--- src/rtl/sonar_medidor_bcd_if.sv ---
// Sensor-side bundle of one HC-SR04 measurement channel.
interface sonar_medidor_bcd_if;
    logic        medir;
    logic        echo;
    logic        trigger;
    logic [11:0] medida;
    logic        pronto;
    logic        erro;
    logic [3:0]  db_estado;

    modport master (
        output medir, echo,
        input  trigger, medida, pronto, erro, db_estado
    );

    modport slave (
        input  medir, echo,
        output trigger, medida, pronto, erro, db_estado
    );
endinterface

--- src/rtl/sonar_medidor_bcd.sv ---
// HC-SR04 front end: trigger pulse, echo timing, direct echo-width to BCD cm
// conversion with round-to-nearest, and timeout detection.
module sonar_medidor_bcd #(
    parameter int TRIGGER_CYCLES = 500,
    parameter int CYCLES_PER_CM  = 2941,
    parameter int TIMEOUT_CYCLES = 1_500_000
) (
    input logic                clock,
    input logic                reset,
    sonar_medidor_bcd_if.slave bus
);
    localparam int TW = $clog2(TRIGGER_CYCLES + 1);
    localparam int SW = $clog2(CYCLES_PER_CM);
    localparam int OW = $clog2(TIMEOUT_CYCLES + 1);

    localparam logic [3:0] INICIAL    = 4'd0;
    localparam logic [3:0] PREPARACAO = 4'd1;
    localparam logic [3:0] ENVIA_TRIG = 4'd2;
    localparam logic [3:0] ESPERA     = 4'd3;
    localparam logic [3:0] MEDINDO    = 4'd4;
    localparam logic [3:0] ARMAZENA   = 4'd5;
    localparam logic [3:0] FINAL      = 4'd6;
    localparam logic [3:0] TIMEOUT    = 4'd7;

    localparam logic [SW-1:0] SUB_INI = SW'(CYCLES_PER_CM / 2);
    localparam logic [SW-1:0] SUB_MAX = SW'(CYCLES_PER_CM - 1);

    logic [3:0]       estado, prox;
    logic             echo_s1, echo_s2, echo_d;
    logic [TW-1:0]    trig_cnt;
    logic [OW-1:0]    to_cnt;
    logic [SW-1:0]    sub_cnt;
    logic [2:0][3:0]  acc;
    logic [11:0]      medida_r;
    logic             erro_r;
    logic             echo_sobe, echo_desce, trig_fim, to_fim, avanca;

    // Saturating BCD +1: digit carries ripple upward, 999 holds.
    function automatic logic [2:0][3:0] bcd_inc(input logic [2:0][3:0] v);
        logic [2:0][3:0] r;
        r = v;
        if (v != 12'h999) begin
            if (v[0] != 4'd9) r[0] = v[0] + 4'd1;
            else begin
                r[0] = 4'd0;
                if (v[1] != 4'd9) r[1] = v[1] + 4'd1;
                else begin
                    r[1] = 4'd0;
                    r[2] = v[2] + 4'd1;
                end
            end
        end
        return r;
    endfunction

    assign echo_sobe  = echo_s2 & ~echo_d;
    assign echo_desce = ~echo_s2 & echo_d;
    assign trig_fim   = (trig_cnt == TW'(TRIGGER_CYCLES - 1));
    assign to_fim     = (to_cnt == OW'(TIMEOUT_CYCLES - 1));
    // The rise cycle already carries a high synced sample, so it counts too.
    assign avanca     = (estado == ESPERA) ? (echo_sobe & ~to_fim)
                      : (estado == MEDINDO) ? (echo_s2 & ~to_fim) : 1'b0;

    // Echo synchroniser plus one delay stage for edge detection.
    always_ff @(posedge clock or negedge reset) begin
        if (!reset) begin
            echo_s1 <= 1'b0;
            echo_s2 <= 1'b0;
            echo_d  <= 1'b0;
        end else begin
            echo_s1 <= bus.echo;
            echo_s2 <= echo_s1;
            echo_d  <= echo_s2;
        end
    end

    // Next-state logic; timeout wins over a coincident echo edge.
    always_comb begin
        prox = estado;
        case (estado)
            INICIAL:    if (bus.medir) prox = PREPARACAO;
            PREPARACAO: prox = ENVIA_TRIG;
            ENVIA_TRIG: if (trig_fim) prox = ESPERA;
            ESPERA:     if (to_fim) prox = TIMEOUT;
                        else if (echo_sobe) prox = MEDINDO;
            MEDINDO:    if (to_fim) prox = TIMEOUT;
                        else if (echo_desce) prox = ARMAZENA;
            ARMAZENA:   prox = FINAL;
            FINAL:      prox = INICIAL;
            TIMEOUT:    prox = INICIAL;
            default:    prox = INICIAL;
        endcase
    end

    // State register.
    always_ff @(posedge clock or negedge reset) begin
        if (!reset) estado <= INICIAL;
        else        estado <= prox;
    end

    // Counters, BCD accumulator and result/flag registers.
    always_ff @(posedge clock or negedge reset) begin
        if (!reset) begin
            trig_cnt <= '0;
            to_cnt   <= '0;
            sub_cnt  <= '0;
            acc      <= '0;
            medida_r <= '0;
            erro_r   <= 1'b0;
        end else begin
            case (estado)
                PREPARACAO: begin
                    trig_cnt <= '0;
                    to_cnt   <= '0;
                    sub_cnt  <= SUB_INI;
                    acc      <= '0;
                    erro_r   <= 1'b0;
                end
                ENVIA_TRIG: trig_cnt <= trig_cnt + TW'(1);
                ESPERA, MEDINDO: begin
                    to_cnt <= to_cnt + OW'(1);
                    if (to_fim) erro_r <= 1'b1;
                    if (avanca) begin
                        if (sub_cnt == SUB_MAX) begin
                            sub_cnt <= '0;
                            acc     <= bcd_inc(acc);
                        end else begin
                            sub_cnt <= sub_cnt + SW'(1);
                        end
                    end
                end
                ARMAZENA: medida_r <= acc;
                default: ;
            endcase
        end
    end

    assign bus.trigger   = (estado == ENVIA_TRIG);
    assign bus.pronto    = (estado == FINAL) || (estado == TIMEOUT);
    assign bus.medida    = medida_r;
    assign bus.erro      = erro_r;
    assign bus.db_estado = estado;
endmodule

--- src/flat_wrapper.sv ---
// flat-port wrapper written by rule: the top's interface ports become plain ports
module sonar_medidor_bcd_flat 
#(
    parameter int TRIGGER_CYCLES = 500,
    parameter int CYCLES_PER_CM  = 2941,
    parameter int TIMEOUT_CYCLES = 1_500_000
)
  (clock, reset, bus_medir, bus_echo, bus_trigger, bus_medida, bus_pronto, bus_erro, bus_db_estado);
  sonar_medidor_bcd_if bus_i ();
  input logic clock;
  input logic reset;
  input wire logic [$bits(bus_i.medir)-1:0] bus_medir;
  input wire logic [$bits(bus_i.echo)-1:0] bus_echo;
  output wire logic [$bits(bus_i.trigger)-1:0] bus_trigger;
  output wire logic [$bits(bus_i.medida)-1:0] bus_medida;
  output wire logic [$bits(bus_i.pronto)-1:0] bus_pronto;
  output wire logic [$bits(bus_i.erro)-1:0] bus_erro;
  output wire logic [$bits(bus_i.db_estado)-1:0] bus_db_estado;
  assign bus_i.medir = bus_medir;
  assign bus_i.echo = bus_echo;
  assign bus_trigger = bus_i.trigger;
  assign bus_medida = bus_i.medida;
  assign bus_pronto = bus_i.pronto;
  assign bus_erro = bus_i.erro;
  assign bus_db_estado = bus_i.db_estado;
  sonar_medidor_bcd #(.TRIGGER_CYCLES(TRIGGER_CYCLES), .CYCLES_PER_CM(CYCLES_PER_CM), .TIMEOUT_CYCLES(TIMEOUT_CYCLES)) u_core (.clock(clock), .reset(reset), .bus(bus_i));
endmodule
--- config.mk ---
export PLATFORM = sky130hd
export DESIGN_NAME = sonar_medidor_bcd_flat
export DESIGN_NICKNAME = d
export VERILOG_FILES = /design/src/rtl/sonar_medidor_bcd_if.sv /design/src/rtl/sonar_medidor_bcd.sv /design/src/flat_wrapper.sv
export SDC_FILE = /design/constraint.sdc
export NUM_CORES = 1
export LEC_CHECK = 0
export BUFFER_PORTS_ARGS = -buffer_cell sky130_fd_sc_hd__buf_2
export CAP_MARGIN = 10
export CORE_UTILIZATION = 55
export DETAILED_ROUTE_END_ITERATION = 10
export GPL_ROUTABILITY_DRIVEN = 0
export PLACE_DENSITY_LB_ADDON = 0.1
export SYNTH_ARGS = -nofsm -noshare
export SYNTH_HDL_FRONTEND = slang
export SYNTH_SLANG_ARGS = --single-unit
--- constraint.sdc ---
create_clock -name clock -period 2.5 [get_ports clock]
set_input_delay 0.5 -clock clock [delete_from_list [all_inputs] [get_ports clock]]
set_output_delay 0.5 -clock clock [all_outputs]
set_load 0.005 [all_outputs]
==> results of run 1 <==
-- path summary, 6_finish.rpt --
path	start	end	slack, ns	depth (start not counted)
setup reg to reg	u_core.sub_cnt[0]	u_core.acc[1]	0.24	8
max in group asynchronous	reset	u_core.sub_cnt[0]	1.84	2
min in group clock	bus_echo	u_core.echo_s1	0.25	1
hold reg to reg	u_core.echo_s1	u_core.echo_s2	0.36	0
hold / removal	reset	u_core.trig_cnt[5]	0.09	1
setup / recovery	u_core.sub_cnt[0]	u_core.acc[1]	0.24	8
-- sequential cells by signal, summed over array words and instances (netlist names), 3 cells and up --
signal and cells:
u_core.sub_cnt 12, u_core.acc 12, u_core.to_cnt 21, u_core.trig_cnt 9, u_core.bus.medida 12, u_core.bus.db_estado 3
-- cell usage after synthesis (2+ instances only) --
cell | n | area share [%]
a2111o_1 | 2 | 0.55
a21o_1 | 3 | 0.55
a21oi_1 | 13 | 1.6
a22o_1 | 5 | 1.1
a22oi_2 | 2 | 0.62
a31oi_1 | 7 | 1.1
a32o_1 | 5 | 1.2
a32oi_1 | 2 | 0.43
and2_1 | 5 | 0.77
and3_1 | 5 | 0.77
and3b_1 | 2 | 0.43
buf_2 | 8 | 0.99
buf_4 | 5 | 0.92
clkbuf_1 | 8 | 0.74
dfrtp_1 | 73 | 45
ha_1 | 10 | 3.1
inv_1 | 21 | 1.9
mux2_2 | 8 | 2.2
mux2i_1 | 11 | 2.7
nand2_1 | 40 | 3.7
nand3_1 | 28 | 3.5
nand3b_1 | 4 | 0.74
nand4_1 | 12 | 1.8
nor2_1 | 20 | 1.8
nor2b_1 | 5 | 0.77
nor3_1 | 6 | 0.74
nor3b_1 | 3 | 0.55
nor4_1 | 5 | 0.77
nor4b_1 | 2 | 0.43
o211ai_1 | 6 | 1.1
o21ai_0 | 42 | 5.2
o221ai_1 | 2 | 0.43
o22ai_1 | 2 | 0.31
o2bb2ai_1 | 3 | 0.65
o31ai_1 | 5 | 0.92
or2_2 | 2 | 0.31
or3_1 | 5 | 0.77
or4_1 | 2 | 0.37
-- where the power goes --
part	internal, mW	switching, mW	total [mW]
Combinational	0.00708	0.0256	0.0326
Clock	0.384	0.453	0.837
Sequential	1.18	0.00245	1.18
Total	1.57	0.481	2.05
-- cells by family after synthesis --
family | Yosys count | share of synthesized area, %
AO/OA/AOI/OAI | 115 | 19.8
other | 1 | 0.0924
adder cells (fa/ha/maj) | 10 | 3.08
multiplexers | 19 | 4.93
AND/OR/NAND/NOR | 160 | 22.1
buffers and inverters | 42 | 4.59
flip-flops | 73 | 45.0
XOR/XNOR | 2 | 0.432
-- layer usage --
layer	GRT usage, %	routed length (µm)	part of all wire [%]	vias to the layer above
met5	0	0	0	-
li1	-	-	-	1616
met3	3.58	203	2.4	9
met1	33.3	4100	48	1604
met4	8.94	116	1.4	0
met2	40.7	4110	48	54
-- worst max-delay path, cell delays in order (launching register included) --
cell       delay (ns)
dfrtp_1          0.40
inv_1            0.13
ha_1             0.17
nand4bb_1        0.15
nor3_1           0.36
o2111ai_4        0.25
buf_4            0.23
a2111o_1         0.41
o21ai_0          0.08
-- final cells by class --
cell class	count	area (µm²)	area share, %
clock inverters	4	30.0	0.674
inverters	21	78.8	1.77
well taps	96	120	2.70
multi-input cells	307	2050	45.9
clock buffers	11	141	3.18
flip-flops and latches	73	1830	41.0
repair buffers	33	210	4.72
-- per-stage QoR --
| stage | worst slack [ns] | std cells | instance area [µm²] | util [%] | hold WS (ns) |
|---|---|---|---|---|---|
| final | 0.241 | 545 | 4450 | 64.1 | 0.0883 |
| after global routing | 0.103 | 545 | 4450 | 64.1 | 0.123 |
| after CTS | 0.238 | 545 | 4450 | 64.1 | 0.106 |
| after detailed placement | 0.250 | 530 | 4280 | 61.7 | 0.340 |
| after global placement | 0.361 | 530 | 4280 | 61.7 | 0.334 |
| after floorplan | 0.537 | 422 | 4060 | - | 0.204 |
==> run metrics, run 1 <==
Detailed Route WL=8.53 mm; Detailed Place HPWL=5.92 mm; ant diodes=0; Overall Power=2.05 mW; vias in the first global route=3,186; first-pass GRT wire length=14.8 mm; Syn Inst Count=422; CTS Buf Count=9; Routed wire per std cell=15.7 µm; final hold vios=0; total of max-cap violations=0; worst path arrival time=2.52 ns; Clock Tree Buf Depth=2; crit end category=flop; RSZ-0062 raised after global routing=no; crit path kind=reg -> reg; Std-Cell Rows=30; largest net degree at the start of global routing=41; static leakage=1.96 nW; commonest cells after routing, fill and taps aside=73 x dfrtp_1, 42 x o21ai_0, 40 x nand2_1; commonest non-fill, non-tap cell in the layout=dfrtp_1; Ys Warns=0; Die ar.=7730 µm²; Peak Freq=443 MHz; Clk Latency, worst-skew pair=0.35 ns; asr flop ratio synth=100%; Area Growth Syn to Fin=9.71%; DRT iter0 DRCs=252; worst-path fanout max=9; core area=6940 µm²; Clock Pin Slew Worst Setup and Hold Paths=0.08 ns; Slew Limit Fails=0; CTS root buf=clkbuf_8; Initial Util=58.5%; Hold Buf Count CTS=0; TritonCTS Sinks=73; setup total negative slack=0 ns; status=finished, final reports clean; Max-Slew Margin vs Limit=59.9%; slew of the pin with the lowest slew margin=0.601 ns; hold crit path type=in -> async; total grt overflow=0; CTS tree=yes; Syn Nets=436; post-synth cell types=71; Final Net Count=459; die height=87.9 µm; Via density=6.02; # IOs=23; Final setup viols=0; final period utilization=90.3%; Final Skew=0.00719 ns; Post-synth EDFFs=0; maximum VDD drop=0.273 mV; global-route usage over all layers=24.7%; post-cts resize count=0; DIE WIDTH=87.9 µm; Setup crit start kind=flop; TritonRoute pass-1 iters=4; post-synthesis register bit count=73; sequential element share of the synthesized area=45.0%; initial antenna violation count=0; post-synth design cell area=4060 µm²; fillers=617; dominant synthesized flop cell=dfrtp_1; min Tclk post-route=2.26 ns; postcts setup bufs=0; drt drc=0; Vias=3,283; # H-tree levels=3; antenna violation net count after detailed routing=0; Avg Inst Size Synth=9.62 µm²; Power Density=461 nW/µm²; layout cells sized above 1=15.8%; number of port buffers=21; Crit path required time=2.76 ns
Power figures use the tool's default switching activity.
==> run 2: changes to the inputs <==
- GPL_TIMING_DRIVEN: unset -> 0
==> run 2 against run 1 <==
Effect of this change:
- via count rose by 2.5%
- cell count increased by 2.0%
- core utilization is 1.2 points higher
- first-iteration DRC count down 11%
- clock power increased by 22%
- die area is the same
- routed wire length grew 2.9%
- critical path type unchanged
- critical endpoint is now u_core.acc[5]
- largest power group unchanged
==> run metrics, run 2 (same netlist as run 1, synthesis figures left out) <==
global-route usage over all layers=25.3% (was 24.7%); Final setup viols=0 (unchanged); Power Density=495 nW/µm² (was 461 nW/µm²); TritonRoute pass-1 iters=4 (unchanged); worst-path fanout max=6 (was 9); Clk Latency, worst-skew pair=0.35 ns (about the same); Detailed Place HPWL=6.32 mm (was 5.92 mm); vias in the first global route=3,188 (was 3,186); worst path arrival time=2.47 ns (was 2.52 ns); slew of the pin with the lowest slew margin=0.778 ns (was 0.601 ns); Peak Freq=448 MHz (was 443 MHz); Std-Cell Rows=30 (unchanged); CTS tree=yes (unchanged); post-cts resize count=0 (unchanged); Placed Instances=540 (was 530); layout cells sized above 1=16.3% (was 15.8%); Setup crit start kind=flop (unchanged); first-pass GRT wire length=15.1 mm (was 14.8 mm); Vias=3,364 (was 3,283); Slew Limit Fails=0 (unchanged); FF+latch area=1830 µm² (unchanged); DRT iter0 DRCs=224 (was 252); Hold Buf Count CTS=0 (unchanged); commonest cells after routing, fill and taps aside=73 x dfrtp_1, 42 x o21ai_0, 40 x nand2_1 (unchanged); total grt overflow=0 (unchanged); number of port buffers=21 (unchanged); min Tclk post-route=2.23 ns (was 2.26 ns); Finished Layout Cells=556 (was 545); status=finished, final reports clean (unchanged); crit path kind=reg -> reg (unchanged); die height=87.9 µm (unchanged); setup total negative slack=0 ns (unchanged); Clock Pin Slew Worst Setup and Hold Paths=0.08 ns (about the same); Initial Util=58.5% (unchanged); Detailed Route WL=8.78 mm (was 8.53 mm); gr busiest metal=met2 (unchanged); crit end category=flop (unchanged); final hold vios=0 (unchanged); ant diodes=0 (unchanged); Routed wire per std cell=15.8 µm (was 15.7 µm); Crit path required time=2.73 ns (was 2.76 ns); postcts setup bufs=0 (unchanged); TritonCTS Sinks=73 (unchanged); GR Util met2=40.2% (was 40.7%); antenna violation net count after detailed routing=0 (unchanged); Util after Layout=65.3% (was 64.1%); grt met3 use=3.58% (unchanged); Top reg by flops=u_core.to_cnt (unchanged); RSZ-0062 raised after global routing=no (unchanged); # H-tree levels=3 (unchanged); maximum VDD drop=0.396 mV (was 0.273 mV); largest net degree at the start of global routing=50 (was 41); area of the multi-input gates=2050 µm² (unchanged); total of max-cap violations=0 (unchanged); Clock Tree Buf Depth=2 (unchanged); CTS root buf=clkbuf_8 (unchanged); Area Growth Syn to Fin=11.7% (was 9.71%); core area=6940 µm² (unchanged); fillers=566 (was 617); Final Skew=0.00853 ns (was 0.00719 ns); # IOs=23 (unchanged); final period utilization=89.3% (was 90.3%); initial antenna violation count=0 (unchanged); max reg flops=21 (unchanged); static leakage=2.00 nW (was 1.96 nW); commonest non-fill, non-tap cell in the layout=dfrtp_1 (unchanged); GR Util met1=35.0% (was 33.3%); Via density=6.05 (was 6.02); CTS Buf Count=9 (unchanged); Die ar.=7730 µm² (unchanged); hold crit path type=in -> async (unchanged); Final Net Count=469 (was 459); drt drc=0 (unchanged); Max-Slew Margin vs Limit=47.7% (was 59.9%); DIE WIDTH=87.9 µm (unchanged)
run 2: area by class of cell:
| cell class | instances | share of cell area [%] |
|---|---|---|
| inverter | 21 | 1.74 |
| sequential | 73 | 40.3 |
| tap | 96 | 2.65 |
| buffer | 21 | 2.37 |
| timing repair buffer | 22 | 2.98 |
| multi-input combinational | 307 | 45.1 |
| clock buffer | 9 | 2.73 |
| clock inverter | 7 | 2.10 |
run 2: worst max-delay path: stages (launching register included):
cell and delay [ns]:
dfrtp_1 0.40, inv_1 0.14, ha_1 0.17, nand4bb_1 0.14, nor3_1 0.38, o2111ai_4 0.24
a21boi_2 0.29, mux2_2 0.36
run 2: worst paths after layout:
path | slack [ns] | depth (start not counted) | start | end
max in group asynchronous | 1.88 | 2 | reset | u_core.bus.medida[2]
hold / removal | 0.06 | 1 | reset | u_core.trig_cnt[7]
setup / recovery | 0.27 | 7 | u_core.sub_cnt[0] | u_core.acc[5]
setup reg to reg | 0.27 | 7 | u_core.sub_cnt[0] | u_core.acc[5]
min in group clock | 0.26 | 1 | bus_echo | u_core.echo_s1
hold reg to reg | 0.37 | 0 | u_core.echo_s1 | u_core.echo_s2
run 2: metal layers:
metal / routed length, µm / up-vias
met5: 0 / -
met4: 181 / 0
met3: 276 / 16
met2: 4140 / 86
met1: 4180 / 1621
li1: - / 1641
run 2: power by group:
part,leakage [nW],internal (mW),switching [mW]
clock network,0.109,0.561,0.460
registers,0.957,1.18,0.00243
logic,0.935,0.00935,0.0263
total,2.00,1.75,0.489
run 2: metrics by stage:
step,instance area [µm²],hold slack [ns],power (mW),worst slack [ns]
after floorplan,4060,0.204,1.21,0.537
after global placement,4280,0.335,1.24,0.279
after detailed placement,4310,0.346,1.25,0.268
after CTS,4530,0.0634,2.26,0.249
after global routing,4530,0.0790,2.32,0.0969
final,4530,0.0569,2.24,0.266
==> run 3: changes to the inputs <==
- SETUP_SLACK_MARGIN: unset -> 0.3
==> run 3 against run 2 <==
Effect of this change:
- first-iteration DRC count grew 16%
- core utilization grew 0.90 points
- via count grew 0.36%
- sequential power is essentially flat
- worst setup slack gained 0.094 ns
- sequential cell count is the same
- combinational power is essentially flat
==> run metrics, run 3 (same netlist as run 1, synthesis figures left out) <==
status=finished, final reports clean (unchanged); drt drc=0 (unchanged); # IOs=23 (unchanged); Flop pwr share=52.9% (was 52.8%); Detailed Place HPWL=6.32 mm (unchanged); Clock Pin Slew Worst Setup and Hold Paths=0.08 ns (about the same); TritonRoute pass-1 iters=5 (was 4); Die ar.=7730 µm² (unchanged); final period utilization=85.6% (was 89.3%); crit end category=flop (unchanged); total grt overflow=0 (unchanged); static leakage=2.04 nW (was 2.00 nW); TritonCTS Sinks=73 (unchanged); largest net degree at the start of global routing=50 (unchanged); Clock Tree Buf Depth=2 (unchanged); Power Internal=1.75 mW (unchanged); CTS tree=yes (unchanged); CTS Buf Count=9 (unchanged); Via density=6.03 (was 6.05); slew of the pin with the lowest slew margin=0.667 ns (was 0.778 ns); worst-path fanout max=10 (was 6); RSZ-0062 raised after global routing=yes (was no); final instance area=4600 µm² (was 4530 µm²); initial antenna violation count=0 (unchanged); setup total negative slack=0 ns (unchanged); Setup crit start kind=flop (unchanged); vias in the first global route=3,188 (unchanged); number of port buffers=21 (unchanged); Routed wire per std cell=15.8 µm (about the same); crit path kind=reg -> reg (unchanged); die height=87.9 µm (unchanged); commonest cells after routing, fill and taps aside=73 x dfrtp_1, 42 x o21ai_0, 40 x nand2_1 (unchanged); Placement Cell Area=4310 µm² (unchanged); ant diodes=0 (unchanged); Max Used Layer=met4 (unchanged); met1 wire length=4.07 mm (was 4.18 mm); met3 wire len=359 µm (was 276 µm); Std-Cell Rows=30 (unchanged); # H-tree levels=3 (unchanged); Final Skew=0.00963 ns (was 0.00853 ns); switching pwr=0.485 mW (was 0.489 mW); Slew Limit Fails=0 (unchanged); total of max-cap violations=0 (unchanged); Detailed Route WL=8.86 mm (was 8.78 mm); first-pass GRT wire length=15.1 mm (unchanged); commonest non-fill, non-tap cell in the layout=dfrtp_1 (unchanged); max reg flops=21 (unchanged); Initial Util=58.5% (unchanged); antenna violation net count after detailed routing=0 (unchanged); min Tclk post-route=2.14 ns (was 2.23 ns); Power Density=487 nW/µm² (was 495 nW/µm²); Final Net Count=473 (was 469); clock share of power=45.5% (was 45.6%); DRT iter0 DRCs=259 (was 224); Area Growth Syn to Fin=13.2% (was 11.7%); hold crit path type=in -> async (unchanged); DIE WIDTH=87.9 µm (unchanged); Max-Slew Margin vs Limit=55.0% (was 47.7%); Final setup viols=0 (unchanged); Detail Route met2 WL=4.19 mm (was 4.14 mm); global-route usage over all layers=25.3% (unchanged); Clk Latency, worst-skew pair=0.34 ns (was 0.35 ns); core area=6940 µm² (unchanged); Overall Power=2.24 mW (about the same); layout cells sized above 1=18.5% (was 16.3%); sw frac=21.7% (was 21.8%); Vias=3,376 (was 3,364); final hold vios=0 (unchanged); maximum VDD drop=0.396 mV (about the same); combinational fraction of design power=1.6% (about the same); CTS root buf=clkbuf_8 (unchanged); Crit path required time=2.74 ns (was 2.73 ns); Top reg by flops=u_core.to_cnt (unchanged); Peak Freq=467 MHz (was 448 MHz); worst path arrival time=2.38 ns (was 2.47 ns)
-- run 3: repair_timing --
action                                 4_1_cts  5_1_grt
setup endpoints to repair                    2       23
endpoints found under the hold margin        0        0
gates resized for setup                      1       11
hold buffers                                 0        0
buffers inserted                             0        4
pin swaps                                    0        2
-- run 3: worst paths after layout --
path,startpoint,to,slack [ns],cells past startpoint
worst max-delay path,u_core.bus.db_estado[1],u_core.sub_cnt[5],0.36,6
worst min register to register,u_core.echo_s1,u_core.echo_s2,0.36,0
worst max register to register,u_core.bus.db_estado[1],u_core.sub_cnt[5],0.36,6
min in group clock,bus_echo,u_core.echo_s1,0.26,1
worst min-delay path,reset,u_core.trig_cnt[7],0.06,1
max in group asynchronous,reset,u_core.bus.medida[2],1.88,2
-- run 3: area by class of cell --
cell class | instances | area [µm²]
multi-input combinational | 307 | 2070
tap | 96 | 120
clock buffer | 9 | 124
timing repair buffer | 26 | 165
sequential | 73 | 1830
buffer | 21 | 115
inverter | 21 | 78.8
clock inverter | 7 | 95.1
fill | 560 | 2350
-- run 3: worst max-delay path, stage by stage (launching register included) --
cell and delay (ns):
dfrtp_1 0.45, buf_2 0.20, nor4b_1 0.53, o21ai_2 0.16
clkbuf_4 0.23, a32o_1 0.27, a22o_1 0.18
-- run 3: power by group through the flow --
stage	Clock [mW]	Combinational [mW]	Sequential, mW
3_3_place_gp	0	0.0312	1.21
2_1_floorplan	0	0.00488	1.21
5_1_grt	1.09	0.0428	1.18
6_report	1.02	0.0357	1.18
3_5_place_dp	0	0.0381	1.21
4_1_cts	1.04	0.0381	1.18
-- run 3: stage by stage --
stage / hold slack [ns] / setup WS [ns] / util (%) / instances
floorplan: 0.204 / 0.537 / - / 422
global placement: 0.335 / 0.279 / 61.7 / 539
detailed placement: 0.346 / 0.268 / 62.1 / 540
CTS: 0.0634 / 0.358 / 65.4 / 556
global route: 0.0790 / 0.249 / 66.2 / 560
finish: 0.0596 / 0.361 / 66.2 / 560
-- run 3: layer usage --
layer | GRT usage [%] | vias to the layer above
met2 | 40.2 | 101
met1 | 35.0 | 1606
met4 | 10.4 | 0
met5 | 0 | -
li1 | - | 1645
met3 | 3.58 | 24
